===== config.mk =====
export PLATFORM = sky130hd
export DESIGN_NAME = vco_nco_flat
export DESIGN_NICKNAME = d
export VERILOG_FILES = /design/src/rtl/pll_pkg.sv /design/src/rtl/vco_nco_if.sv /design/src/rtl/vco_nco_phase_acc.sv /design/src/rtl/vco_nco.sv /design/src/flat_wrapper.sv
export SDC_FILE = /design/constraint.sdc
export NUM_CORES = 1
export LEC_CHECK = 0
export ABC_AREA = 1
export CORE_UTILIZATION = 52
export DETAILED_ROUTE_END_ITERATION = 16
export GPL_TIMING_DRIVEN = 0
export PLACE_DENSITY = 0.85
export SYNTH_ARGS = -nofsm -noshare
export SYNTH_HDL_FRONTEND = slang
export SYNTH_SLANG_ARGS = --single-unit

===== constraint.sdc =====
create_clock -name clk -period 3.3 [get_ports clk]
set_clock_uncertainty 0.2 [all_clocks]
set_input_delay 0.99 -clock clk [delete_from_list [all_inputs] [get_ports clk]]
set_output_delay 0.99 -clock clk [all_outputs]
set_load 0.01 [all_outputs]

===== src/rtl/pll_pkg.sv =====
// Shared PLL definitions: FCW clamp helpers and the guard-bit constant used
// when sign-extending tuning words into the wide raw FCW sum.
package pll_pkg;

    // One extra bit keeps the centre + scaled-ctrl sum from overflowing.
    localparam int SEXT_GUARD = 1;

    // Width of the signed raw FCW sum for a given accumulator/ctrl/gain set.
    function automatic int raw_width(input int accW, input int ctrlW, input int gainShift);
        return accW + ctrlW + gainShift + SEXT_GUARD;
    endfunction

    // Clamp a signed raw FCW into [lo, hi].
    function automatic longint fcw_clamp(input longint raw, input longint lo, input longint hi);
        if (raw < lo) begin
            return lo;
        end
        if (raw > hi) begin
            return hi;
        end
        return raw;
    endfunction

    // True when the raw FCW lies outside [lo, hi] and would be clamped.
    function automatic logic fcw_out_of_range(input longint raw, input longint lo, input longint hi);
        return (raw < lo) || (raw > hi);
    endfunction

endpackage


===== src/rtl/vco_nco_if.sv =====
// Tuning/observation bundle of the NCO: loop-filter side drives the controls,
// the oscillator drives the registered outputs.
interface vco_nco_if #(
    parameter int ACC_W  = 16,
    parameter int CTRL_W = 8
) ();

    logic              en;
    logic              hold;
    logic [CTRL_W-1:0] ctrl;
    logic              ctrl_valid;
    logic              vco_out;
    logic [ACC_W-1:0]  phase;
    logic [ACC_W-1:0]  fcw;
    logic              wrap;
    logic              sat;

    modport master (
        output en, hold, ctrl, ctrl_valid,
        input  vco_out, phase, fcw, wrap, sat
    );

    modport slave (
        input  en, hold, ctrl, ctrl_valid,
        output vco_out, phase, fcw, wrap, sat
    );

endinterface


===== src/rtl/vco_nco_phase_acc.sv =====
// Phase accumulator: adds the FCW each enabled cycle, flags the carry-out as
// a one-cycle wrap pulse and registers the new MSB as the square-wave output.
module phase_acc #(
    parameter int ACC_W = 16
) (
    input  logic             clk,
    input  logic             rst,
    input  logic             i_en,
    input  logic [ACC_W-1:0] i_fcw,
    output logic [ACC_W-1:0] o_phase,
    output logic             o_carry,
    output logic             o_msb
);

    logic [ACC_W:0]   w_sum;
    logic [ACC_W-1:0] r_phase;
    logic             r_carry;
    logic             r_msb;

    assign w_sum = {1'b0, r_phase} + {1'b0, i_fcw};

    // Advance the phase when enabled; when disabled keep the phase but force
    // the output and the wrap marker low so the divider sees a quiet line.
    always_ff @(posedge clk) begin
        if (rst) begin
            r_phase <= '0;
            r_carry <= 1'b0;
            r_msb   <= 1'b0;
        end else if (i_en) begin
            r_phase <= w_sum[ACC_W-1:0];
            r_carry <= w_sum[ACC_W];
            r_msb   <= w_sum[ACC_W-1];
        end else begin
            r_carry <= 1'b0;
            r_msb   <= 1'b0;
        end
    end

    assign o_phase = r_phase;
    assign o_carry = r_carry;
    assign o_msb   = r_msb;

endmodule


===== src/rtl/vco_nco.sv =====
// Numerically controlled oscillator for the PLL loop. The signed tuning word
// from the loop filter is scaled, offset by the centre FCW and clamped into
// a legal FCW that drives a phase accumulator.
module vco_nco
    import pll_pkg::*;
#(
    parameter int ACC_W      = 16,
    parameter int CTRL_W     = 8,
    parameter int GAIN_SHIFT = 0,
    parameter int CENTER_FCW = 2**(ACC_W-3),
    parameter int FCW_MIN    = 1,
    parameter int FCW_MAX    = 2**(ACC_W-1) - 1
) (
    input  logic     clk,
    input  logic     rst,
    vco_nco_if.slave bus
);

    localparam int RAW_W = raw_width(ACC_W, CTRL_W, GAIN_SHIFT);

    // FCW above half range would allow two wraps per output period.
    if (ACC_W < 4 || FCW_MIN < 1 || FCW_MIN > FCW_MAX || FCW_MAX >= 2**(ACC_W-1)) begin : g_badParams
        $error("vco_nco: illegal FCW parameters (need 1 <= FCW_MIN <= FCW_MAX < 2**(ACC_W-1), ACC_W >= 4)");
    end

    logic signed [RAW_W-1:0] w_ctrlExt;
    logic signed [RAW_W-1:0] w_raw;
    logic                    w_sat;
    logic                    w_update;
    logic [ACC_W-1:0]        r_fcw;
    logic                    r_sat;

    assign w_ctrlExt = RAW_W'($signed(bus.ctrl));
    assign w_raw     = RAW_W'(CENTER_FCW) + (w_ctrlExt <<< GAIN_SHIFT);
    assign w_sat     = fcw_out_of_range(longint'(w_raw), longint'(FCW_MIN), longint'(FCW_MAX));
    assign w_update  = bus.ctrl_valid && !bus.hold;

    // Latch a new clamped FCW on accepted tuning words; hold drops the word
    // outright and the saturation flag sticks until the next accepted word.
    always_ff @(posedge clk) begin
        if (rst) begin
            r_fcw <= ACC_W'(CENTER_FCW);
            r_sat <= 1'b0;
        end else if (w_update) begin
            r_fcw <= ACC_W'(fcw_clamp(longint'(w_raw), longint'(FCW_MIN), longint'(FCW_MAX)));
            r_sat <= w_sat;
        end
    end

    logic [ACC_W-1:0] w_phase;
    logic             w_wrap;
    logic             w_vcoOut;

    phase_acc #(
        .ACC_W (ACC_W)
    ) u_phaseAcc (
        .clk     (clk),
        .rst     (rst),
        .i_en    (bus.en),
        .i_fcw   (r_fcw),
        .o_phase (w_phase),
        .o_carry (w_wrap),
        .o_msb   (w_vcoOut)
    );

    assign bus.phase   = w_phase;
    assign bus.wrap    = w_wrap;
    assign bus.vco_out = w_vcoOut;
    assign bus.fcw     = r_fcw;
    assign bus.sat     = r_sat;

endmodule


===== src/flat_wrapper.sv =====
// flat-port wrapper written by rule: the top's interface ports become plain ports
module vco_nco_flat import pll_pkg::*;
#(
    parameter int ACC_W      = 16,
    parameter int CTRL_W     = 8,
    parameter int GAIN_SHIFT = 0,
    parameter int CENTER_FCW = 2**(ACC_W-3),
    parameter int FCW_MIN    = 1,
    parameter int FCW_MAX    = 2**(ACC_W-1) - 1
)
  (clk, rst, bus_en, bus_hold, bus_ctrl, bus_ctrl_valid, bus_vco_out, bus_phase, bus_fcw, bus_wrap, bus_sat);
  vco_nco_if #(.ACC_W(ACC_W), .CTRL_W(CTRL_W)) bus_i ();
  input  logic clk;
  input  logic rst;
  input wire logic [$bits(bus_i.en)-1:0] bus_en;
  input wire logic [$bits(bus_i.hold)-1:0] bus_hold;
  input wire logic [$bits(bus_i.ctrl)-1:0] bus_ctrl;
  input wire logic [$bits(bus_i.ctrl_valid)-1:0] bus_ctrl_valid;
  output wire logic [$bits(bus_i.vco_out)-1:0] bus_vco_out;
  output wire logic [$bits(bus_i.phase)-1:0] bus_phase;
  output wire logic [$bits(bus_i.fcw)-1:0] bus_fcw;
  output wire logic [$bits(bus_i.wrap)-1:0] bus_wrap;
  output wire logic [$bits(bus_i.sat)-1:0] bus_sat;
  assign bus_i.en = bus_en;
  assign bus_i.hold = bus_hold;
  assign bus_i.ctrl = bus_ctrl;
  assign bus_i.ctrl_valid = bus_ctrl_valid;
  assign bus_vco_out = bus_i.vco_out;
  assign bus_phase = bus_i.phase;
  assign bus_fcw = bus_i.fcw;
  assign bus_wrap = bus_i.wrap;
  assign bus_sat = bus_i.sat;
  vco_nco #(.ACC_W(ACC_W), .CTRL_W(CTRL_W), .GAIN_SHIFT(GAIN_SHIFT), .CENTER_FCW(CENTER_FCW), .FCW_MIN(FCW_MIN), .FCW_MAX(FCW_MAX)) u_core (.clk(clk), .rst(rst), .bus(bus_i));
endmodule

# Word-level counts from Yosys, hierarchy flattened
# Index checks and enable logic that the tools add are counted.
# word_totals
ff_bits,35
in_bits,13
output_inout_bits,35
word_cells,25
# classes
addsub,2
order_cmp,2
n_mux,11
bitwise,1
n_reduce_logical,4
# ops
op,count
2-to-1 mux 16 bit,2
adder 16 x 16 -> 17 bit,1
adder 15 x 8 -> 16 bit (first input constant),1
greater-than comparator 16 bit (second input constant),1
< comparator 16 x 2 -> 1 bit (second input constant),1
2-to-1 mux 15 bit,1
2-to-1 mux 1 bit,8
OR reduction 2 bit,1
logical AND 1 bit,1
zero test 1 bit,1
logical OR 1 bit,1
NOT 1 bit,1

# Longest topological paths before layout
# Gate-level depths: netlist of run 1.
# depth
word_depth,10
ltp_mapped,11

# By module
# Synthesis of run 1 repeated with hierarchy kept, for this count alone.
# hier_totals
hier_cells,333
area_unflattened_um2,2038.2
# modules_own_cells
module,instances,cells_each,area_per_inst_um2,seq_area_each_um2
phase_acc,1,268,1590.3,360.3
vco_nco,1,65,447.9,180.2

# Least setup slack after synthesis of run 1
# No wires, ideal clock.
# synth_path
path_kind,register to output
from,register u_core.bus.fcw[12] (netlist name)
to,output bus_fcw[10]
arrival_time_ps,745
required_time_ps,2110
slack_ps,1365
stages_incl_launch_ff,2
cell_sequence,dfxtp_1 buf_4
# synth_lines
item,line_no,text
end: declaration,flat_wrapper.sv:21,output wire logic [$bits(bus_i.fcw)-1:0] bus_fcw;

==> qor.yml, run 1 <==
status: "finished clean"
clock_sinks: 27
holdCritPathClass: "reg -> reg"
finalPower_mw: 0.691
cts_buffers: 3
yosysSeqAreaShare: 0.301
crit_fanout: 13
numPortBuffers: 44
critPathCaptureType: "primary output"
yosys.area.top_type: "dfxtp_1"
grt_use_total: 0.236
reg2reg_to: "u_core.u_phaseAcc.o_phase[13]"
clk_latency_ns: 0.35
syn_avg_cell_area_um2: 6.37
reg2reg_from: "u_core.bus.fcw[12]"
period_minus_slack_ns: 2.91
power_leakage_nw: 1.21
cts_setup_buffers: 0
synth_ff_type: "dfxtp_1"
yosys_warnings: 0
die_w_um: 60.8
synth_top_area_frac: 0.301
place.gp.congestion: 0.906
async_reset_ff_frac: 0
final_layout_size_suffix_gt1_frac: 0.0753
maxCapViolations: 0
diodes: 0
crit_arrival_ns: 1.72
cp.required_ns: 2.11
power_density_mw_per_mm2: 296
ff2ff_setup_slack_ns: 1.22
ant_nets: 0
hold_path_end: "u_core.u_phaseAcc.o_phase[6]"
cts_hold_buf: 0
via_count: 1824
synthTopCellsByArea: "dfxtp_1, nand2_1, ha_1"
hold_depth: 2
place_hpwl_um: 3190
post_cts_resized: 0
cts.path.max_buffers: 2
ys_ff_latch: 27
ios: 48
syn_inst: 282
final-setup-viol-count: 0
reg2regPathDepth: 9
synth_edf_count: 0
slew_viol_final: 0
wl_um: 4040
first_pass_iters: 4
hold_viol: 0
dieArea_mm2: 0.00369
viasPerCell: 4.85
grt_pass1_vias: 1530
grt-ovfl-total: 0
rows: 20
cts_tree: "done"
die_h_um: 60.8
slew_headroom: 0.648
syn2layout_area_growth_pct: 29.7
start_kind: "flip-flop"
clockRootBuffer: "clkbuf_4"
setup_tns_ns: 0
peakVddDrop_uv: 256
cts.reportedPaths.clkPinSlew_ns: 0.17
fin_nets: 361
yosysUniqueCellTypes: 26
drc: 0
rsz0062_at_grt: "no"
initial_core_util: 0.570
path_class: "reg -> out"
grt_max_degree: 18
fmax_ghz: 0.344
synthesis.area_mm2: 0.00180
wl_per_cell_um: 10.7
antenna_found_initial: 0
core_mm2: 0.00315
tightest_slew_ns: 0.525
grt_pass1_wl_um: 6560
crit_path_start: "u_core.bus.fcw[12]"
period_share: 0.882
final_cells: 376
dr.first_iter.drc_count: 61
h-tree-depth: 1
hold_start: "u_core.u_phaseAcc.o_phase[6]"
numPlacedInstances: 372
-- flip-flops by register name, summed over array words and instances (netlist names) --
register,flops
u_core.u_phaseAcc.o_phase,16
u_core.bus.fcw,9
u_core.u_phaseAcc.o_carry,1
u_core.u_phaseAcc.o_msb,1
-- worst max-delay path by stage --
stage	to	slack (ns)
3_5_place_dp	u_core.bus.fcw[4]	0.61
3_3_place_gp	u_core.bus.fcw[5]	0.61
4_1_cts	bus_fcw[11]	0.36
2_1_floorplan	bus_fcw[10]	1.36
6_report	bus_fcw[11]	0.39
5_1_grt	bus_fcw[11]	0.29
-- cells by family after synthesis --
group / after synthesis / share of synthesized area
fa+ha+maj: 15 / 0.109
other cells: 1 / 0.00209
compound gates: 30 / 0.0898
flops: 27 / 0.301
buf+inv: 47 / 0.118
simple gates: 162 / 0.381
-- metal layers --
layer | vias to the layer above | track usage | wire length [um]
met3 | 11 | 0.0405 | 176
met5 | - | 0 | 0
met2 | 52 | 0.400 | 1850
met4 | 0 | 0.0682 | 83
li1 | 969 | - | -
met1 | 792 | 0.306 | 1930
-- cells in the mapped netlist (2+ instances only) --
cell type,instances
a21oi_1,11
a22o_1,2
buf_4,9
dfxtp_1,27
ha_1,14
inv_1,35
inv_2,2
nand2_1,100
nand2_2,3
nand3_1,13
nand3_2,2
nand3b_1,4
nor2_1,32
o21ai_0,15
or2_1,2
-- area by class of cell --
cell class              count  area [um2]
well taps                  44        55.1
fillers                   285         822
flip-flops and latches     27         541
clock buffers               3        22.5
repair buffers             44         440
plain buffers              10        72.6
clock inverters             1        8.76
multi-input cells         210        1050
inverters                  37         139
-- power breakdown --
group | switching (mW) | total (mW) | leakage (nW) | internal (mW)
Sequential | 0.0170 | 0.361 | 0.220 | 0.344
Combinational | 0.0810 | 0.165 | 0.975 | 0.0841
Clock | 0.115 | 0.165 | 0.0183 | 0.0498
Total | 0.213 | 0.691 | 1.21 | 0.477
-- placed cells by master, fill, tap and decap left out, types with 9 or more instances in the layout --
cell / instances
nor2_1: 32
a21oi_1: 11
nand2_1: 100
ha_1: 14
dfxtp_1: 27
nand3_1: 13
buf_4: 9
o21ai_0: 15
clkdlybuf4s50_1: 44
inv_1: 35
-- worst max-delay path, cell delays in order (launching register included) --
cell and delay, ns:
dfxtp_1 0.66, buf_4 0.19, clkdlybuf4s50_1 0.53
-- metrics by stage --
step | setup WS (ns) | hold WS, ns | cell area [um2] | util
3_3_place_gp | 0.610 | 0.259 | 2300 | 0.729
3_5_place_dp | 0.610 | 0.269 | 2300 | 0.729
6_report | 0.389 | 0.287 | 2330 | 0.739
5_1_grt | 0.288 | 0.307 | 2330 | 0.739
2_1_floorplan | 1.36 | 0.290 | 1800 | -
4_1_cts | 0.363 | 0.290 | 2330 | 0.739
Power figures use the tool's default switching activity.
==> inputs of run 2 (changes only) <==
--- a/config.mk
+++ b/config.mk
@@ -13,3 +13,4 @@
 export SYNTH_ARGS = -nofsm -noshare
 export SYNTH_HDL_FRONTEND = slang
 export SYNTH_SLANG_ARGS = --single-unit
+export TNS_END_PERCENT = 20
==> results of run 2 <==
The final DEF is identical to that of run 1; final timing and power are the same.
